==> config.mk <==
export PLATFORM = sky130hd
export DESIGN_NAME = alu_li_arbiter
export DESIGN_NICKNAME = d
export VERILOG_FILES = /design/src/rtl/alu_li_arbiter.sv
export SDC_FILE = /design/constraint.sdc
export NUM_CORES = 1
export LEC_CHECK = 0
export BUFFER_PORTS_ARGS = -buffer_cell sky130_fd_sc_hd__buf_4
export CORE_AREA = 2 2 165 167
export CTS_BUF_LIST = sky130_fd_sc_hd__clkbuf_2 sky130_fd_sc_hd__clkbuf_4 sky130_fd_sc_hd__clkbuf_8
export DETAILED_ROUTE_END_ITERATION = 6
export DIE_AREA = 0 0 167 169
export GPL_TIMING_DRIVEN = 0
export PLACE_DENSITY = 0.57
export SLEW_MARGIN = 10
export SYNTH_ARGS = -nofsm -noshare
export SYNTH_HDL_FRONTEND = slang
export SYNTH_SLANG_ARGS = --single-unit
export TNS_END_PERCENT = 1
==> constraint.sdc <==
create_clock -name clk -period 3.7 [get_ports clk]
set_input_delay 0.37 -clock clk [delete_from_list [all_inputs] [get_ports clk]]
set_output_delay 0.37 -clock clk [all_outputs]
set_load 0.01 [all_outputs]
==> src/rtl/alu_li_arbiter.sv <==
// Round-robin arbiter sharing one latency-insensitive ALU between N_REQ requesters.
// One transaction in flight: IDLE -> ISSUE -> WAIT -> RESP, result routed back to its owner.
module alu_li_arbiter #(
    parameter  int WIDTH = 32,
    parameter  int N_REQ = 4,
    parameter  int CNT_W = 16,
    localparam int ID_W  = $clog2(N_REQ)
) (
    input  logic                   clk,
    input  logic                   reset,
    input  logic [N_REQ-1:0]       req_valid,
    output logic [N_REQ-1:0]       req_ready,
    input  logic [N_REQ*WIDTH-1:0] req_a,
    input  logic [N_REQ*WIDTH-1:0] req_b,
    input  logic [N_REQ-1:0]       req_op,
    output logic [N_REQ-1:0]       resp_valid,
    input  logic [N_REQ-1:0]       resp_ready,
    output logic [WIDTH-1:0]       resp_result,
    output logic [WIDTH-1:0]       alu_a,
    output logic [WIDTH-1:0]       alu_b,
    output logic                   alu_op,
    output logic                   alu_valid,
    input  logic                   alu_ready,
    input  logic [WIDTH-1:0]       alu_result,
    input  logic                   alu_done,
    output logic                   alu_ack,
    output logic                   busy,
    output logic [ID_W-1:0]        grant_id,
    output logic [CNT_W-1:0]       txn_count
);

    typedef enum logic [1:0] {IDLE, ISSUE, WAIT, RESP} state_t;

    state_t            state, state_nxt;
    logic [ID_W-1:0]   ptr, winner, grant_q;
    logic [ID_W:0]     sum;
    logic              found, accept, resp_hs;
    logic [WIDTH-1:0]  a_q, b_q, result_q, sel_a, sel_b;
    logic              op_q, sel_op;
    logic [CNT_W-1:0]  cnt_q;

    // First pending request at or above ptr, wrapping past N_REQ-1
    always_comb begin
        found  = 1'b0;
        winner = '0;
        sum    = '0;
        for (int k = 0; k < N_REQ; k++) begin
            sum = {1'b0, ptr} + (ID_W+1)'(k);
            if (sum >= (ID_W+1)'(N_REQ))
                sum = sum - (ID_W+1)'(N_REQ);
            if (!found && req_valid[sum[ID_W-1:0]]) begin
                found  = 1'b1;
                winner = sum[ID_W-1:0];
            end
        end
    end

    always_comb begin
        sel_a  = '0;
        sel_b  = '0;
        sel_op = 1'b0;
        for (int i = 0; i < N_REQ; i++) begin
            if (winner == ID_W'(i)) begin
                sel_a  = req_a[i*WIDTH +: WIDTH];
                sel_b  = req_b[i*WIDTH +: WIDTH];
                sel_op = req_op[i];
            end
        end
    end

    assign accept  = (state == IDLE) && found;
    assign resp_hs = (state == RESP) && resp_ready[grant_q];

    always_ff @(posedge clk or negedge reset) begin
        if (!reset)
            state <= IDLE;
        else
            state <= state_nxt;
    end

    always_comb begin
        state_nxt  = state;
        req_ready  = '0;
        resp_valid = '0;
        alu_valid  = 1'b0;
        alu_ack    = 1'b0;
        busy       = (state != IDLE);
        case (state)
            IDLE: begin
                // Gated by reset so every output reads 0 while reset is held
                if (accept && reset) begin
                    req_ready = N_REQ'(1) << winner;
                    state_nxt = ISSUE;
                end
            end
            ISSUE: begin
                alu_valid = 1'b1;
                if (alu_ready)
                    state_nxt = WAIT;
            end
            WAIT: begin
                alu_ack = 1'b1;
                if (alu_done)
                    state_nxt = RESP;
            end
            RESP: begin
                resp_valid = N_REQ'(1) << grant_q;
                if (resp_hs)
                    state_nxt = IDLE;
            end
            default: state_nxt = IDLE;
        endcase
    end

    always_ff @(posedge clk or negedge reset) begin
        if (!reset) begin
            ptr      <= '0;
            grant_q  <= '0;
            a_q      <= '0;
            b_q      <= '0;
            op_q     <= 1'b0;
            result_q <= '0;
            cnt_q    <= '0;
        end else begin
            if (accept) begin
                a_q     <= sel_a;
                b_q     <= sel_b;
                op_q    <= sel_op;
                grant_q <= winner;
                ptr     <= (winner == ID_W'(N_REQ-1)) ? '0 : winner + ID_W'(1);
            end
            if (state == WAIT && alu_done)
                result_q <= alu_result;
            if (resp_hs)
                cnt_q <= cnt_q + CNT_W'(1);
        end
    end

    assign alu_a       = a_q;
    assign alu_b       = b_q;
    assign alu_op      = op_q;
    assign resp_result = result_q;
    assign grant_id    = grant_q;
    assign txn_count   = cnt_q;

endmodule
==> impl_metrics.env <==
export IMPL_avgRoutedWirePerCell_microns=18.64
export IMPL_initial_utilization=0.2630
export IMPL_buffer_ports_inserted=429
export IMPL_critPathSlowestCell="sky130_fd_sc_hd__dfrtp_1"
export IMPL_clock_insertion_delay_worst_skew_ns=0.44
export IMPL_synth_async_sr_flop_share=1.000
export IMPL_final_setup_viol_count=0
export IMPL_layout_cells_most_common_list="sky130_fd_sc_hd__buf_4 (429), sky130_fd_sc_hd__a21oi_1 (134), sky130_fd_sc_hd__nor2_1 (133)"
export IMPL_chipWidth_microns=167
export IMPL_grtUsageTotal=0.2096
export IMPL_period_share=0.9085
export IMPL_die_area_sq_um=28220
export IMPL_fmaxAchievable_mhz=297.5
export IMPL_critical_path_max_fanout=10
export IMPL_initialDrtViolationCount=400
export IMPL_wirelength_microns=30700
export IMPL_cts_root_buf="sky130_fd_sc_hd__clkbuf_8"
export IMPL_synth_enable_flop_cells=0
export IMPL_synth_seq_area_share=0.4272
export IMPL_cts_sink_count=119
export IMPL_critical_path_buf_inv_count=4
export IMPL_p_leak_nw=5.402
export IMPL_fin_ws_ns=0.3387
export IMPL_critPathLaunchType="register"
export IMPL_synth_ff_latch_count=119
export IMPL_netlist_top_cell_by_area="sky130_fd_sc_hd__dfrtp_1"
export IMPL_critical_path_top_delay_family="buffers and inverters"
export IMPL_routed_wl_met3_microns=1970
export IMPL_topRoutingLayerUsed="met4"
export IMPL_post_route_min_period_ns=3.361
export IMPL_vdd_drop_max_mv=0.2844
export IMPL_die_height_microns=169
export IMPL_holdCritPathClass="in2reg"
export IMPL_syn_area_sq_um=6970
export IMPL_power_per_cell_area_nw_per_um2=777.7
export IMPL_netlist_cell_type_count=41
export IMPL_critical_path_max_stage_delay_ns=0.44
export IMPL_vias_per_cell=4.800
export IMPL_met2_wirelength_microns=15470
export IMPL_synth_area_top_cells="sky130_fd_sc_hd__dfrtp_1 (43%), sky130_fd_sc_hd__a21oi_1 (9.6%), sky130_fd_sc_hd__a221oi_1 (8.2%)"
export IMPL_grt_start_max_net_pins=68
export IMPL_post_cts_repair_setup_buffers=0
export IMPL_max_cap_viol_count=0
export IMPL_final_max_slew_viol_count=0
export IMPL_path_class="reg2out"
export IMPL_place_detailed_hpwl_microns=24240
export IMPL_io_pins=430
export IMPL_via_count=7905
export IMPL_clk_pin_slew_ns=0.09
export IMPL_nets=1606
export IMPL_final_setup_skew_ns=0.01605
export IMPL_synth_largest_type_area_fraction=0.4272
export IMPL_dp_slack_ns=0.4113
export IMPL_grt_antenna_before_repair=0
export IMPL_cp_required_ns=3.33
export IMPL_detail_route_drc_violations=0
export IMPL_rsz0062_at_grt="no"
export IMPL_status="completed"
export IMPL_final_setup_tns_ns=0
export IMPL_finish_utilization=0.4172
export IMPL_synthFlopType="sky130_fd_sc_hd__dfrtp_1"
export IMPL_ant_diodes=0
export IMPL_p_total_mw=8.598
export IMPL_tritoncts_num_buffers=17
export IMPL_layout_cells_most_common="sky130_fd_sc_hd__buf_4"
export IMPL_finalHoldViolCount=0
export IMPL_grt_ovf=0
export IMPL_area_growth_pct=58.61
export IMPL_crit_path_frequent_cell="sky130_fd_sc_hd__buf_2"
export IMPL_wire_length_of_the_first_global_routing_pass_microns=45830
export IMPL_postRouteAntennaNets=0
export IMPL_core_area_sq_um=26500
export IMPL_maximum_buffer_depth_of_the_clock_tree=2
export IMPL_worst_hold_slack_ns=0.1539
export IMPL_total_nets_after_synthesis=1157
export IMPL_slew_headroom=0.5174
export IMPL_total_number_of_yosys_warnings=0
export IMPL_worst_pin_slew_ns=0.7238
export IMPL_syn_mean_instance_area_sq_um=8.259
export IMPL_htreeDepth=4
export IMPL_cp_cell_sequence="mux2i_1 > nor2_1 > nor3_1 > and2_1 > ha_1 > clkbuf_1 > buf_2 > buf_2 > and3_1 > buf_4"
export IMPL_timing_critical_path_arrival_ns=2.99
export IMPL_drtPass1Iterations=5
export IMPL_post_route_cells_drive_above_1_share=0.4005
export IMPL_critical_path_endpoint_type="output port"
export IMPL_vias_in_the_first_global_route=7861
export IMPL_syn_inst=844
export IMPL_place_congestion=0.8673
export IMPL_met1_length_microns=12670
export IMPL_tritoncts="yes"
export IMPL_rows=60
==> where the power goes <==
group	total [mW]	leakage (nW)	internal [mW]	switching, mW
Clock	1.24	0.202	0.580	0.656
Combinational	5.06	3.79	2.20	2.86
Sequential	2.30	1.41	1.93	0.368
==> metal layers <==
layer / track usage / vias up
met4: 0.06147 / 0
met1: 0.2628 / 3717
met5: 0 / -
met3: 0.04559 / 30
li1: - / 3829
met2: 0.3623 / 329
==> final timing paths <==
path	start	end	slack, ns	cells after the start
worst max-delay path	ptr[1]	req_ready[3]	0.34	10
max in group asynchronous	reset	alu_b[29]	2.48	3
worst min-delay path	alu_result[29]	resp_result[29]	0.15	2
worst min register to register	txn_count[15]	txn_count[15]	0.49	1
worst max register to register	ptr[1]	alu_b[2]	0.60	10
min in group asynchronous	reset	txn_count[6]	0.46	2
==> through the flow <==
stage               std cells  instance area [sq um]
global route             1647                  11060
global placement         1614                  10620
finish                   1647                  11060
detailed placement       1615                  10650
floorplan                 844                   6970
CTS                      1648                  11060
==> synthesized netlist by cell type, types with 3 or more instances <==
cell type / number
sky130_fd_sc_hd__nand2_1: 75
sky130_fd_sc_hd__mux2i_1: 3
sky130_fd_sc_hd__buf_6: 7
sky130_fd_sc_hd__o21ai_0: 63
sky130_fd_sc_hd__a221oi_1: 65
sky130_fd_sc_hd__a211o_1: 3
sky130_fd_sc_hd__clkbuf_1: 38
sky130_fd_sc_hd__a21oi_1: 134
sky130_fd_sc_hd__inv_1: 72
sky130_fd_sc_hd__and2_1: 5
sky130_fd_sc_hd__nor2_1: 133
sky130_fd_sc_hd__nand2b_1: 3
sky130_fd_sc_hd__xnor2_1: 13
sky130_fd_sc_hd__nand4_1: 7
sky130_fd_sc_hd__buf_1: 12
sky130_fd_sc_hd__buf_2: 13
sky130_fd_sc_hd__ha_1: 9
sky130_fd_sc_hd__mux2_2: 33
sky130_fd_sc_hd__and3_1: 11
sky130_fd_sc_hd__dfrtp_1: 119
==> cell type report <==
type,instances,area (sq um)
buffer,70,335.3
clock buffer,18,247.7
clock inverter,14,152.6
fill,2765,15440
inverter,72,270.3
multi-input combinational,582,3383
sequential,119,2978
tap,341,426.7
timing repair buffer,431,3262
==> logic make-up after synthesis <==
group	Yosys count	synth area share
AOI/OAI and AO/OA	275	0.2420
xor gates and xnor gates	15	0.01885
adders and majority gates	9	0.01616
buffers and inverters	143	0.08742
DFF	119	0.4272
muxes	37	0.05977
and+or+nand+nor	246	0.1486
==> repair_timing <==
item	in CTS	in global routing
gates resized for setup	0	0
hold buffers	1	0
endpoints found under the setup margin	0	1
hold endpoints to repair	52	0
==> flip-flops by register name, indices dropped and copies added, names as in the netlist <==
signal	flops
alu_b	32
resp_result	32
alu_a	32
grant_id	2
ptr	2
txn_count	16
alu_op	1
state	2
No activity file was read; power rests on OpenSTA's default activity.
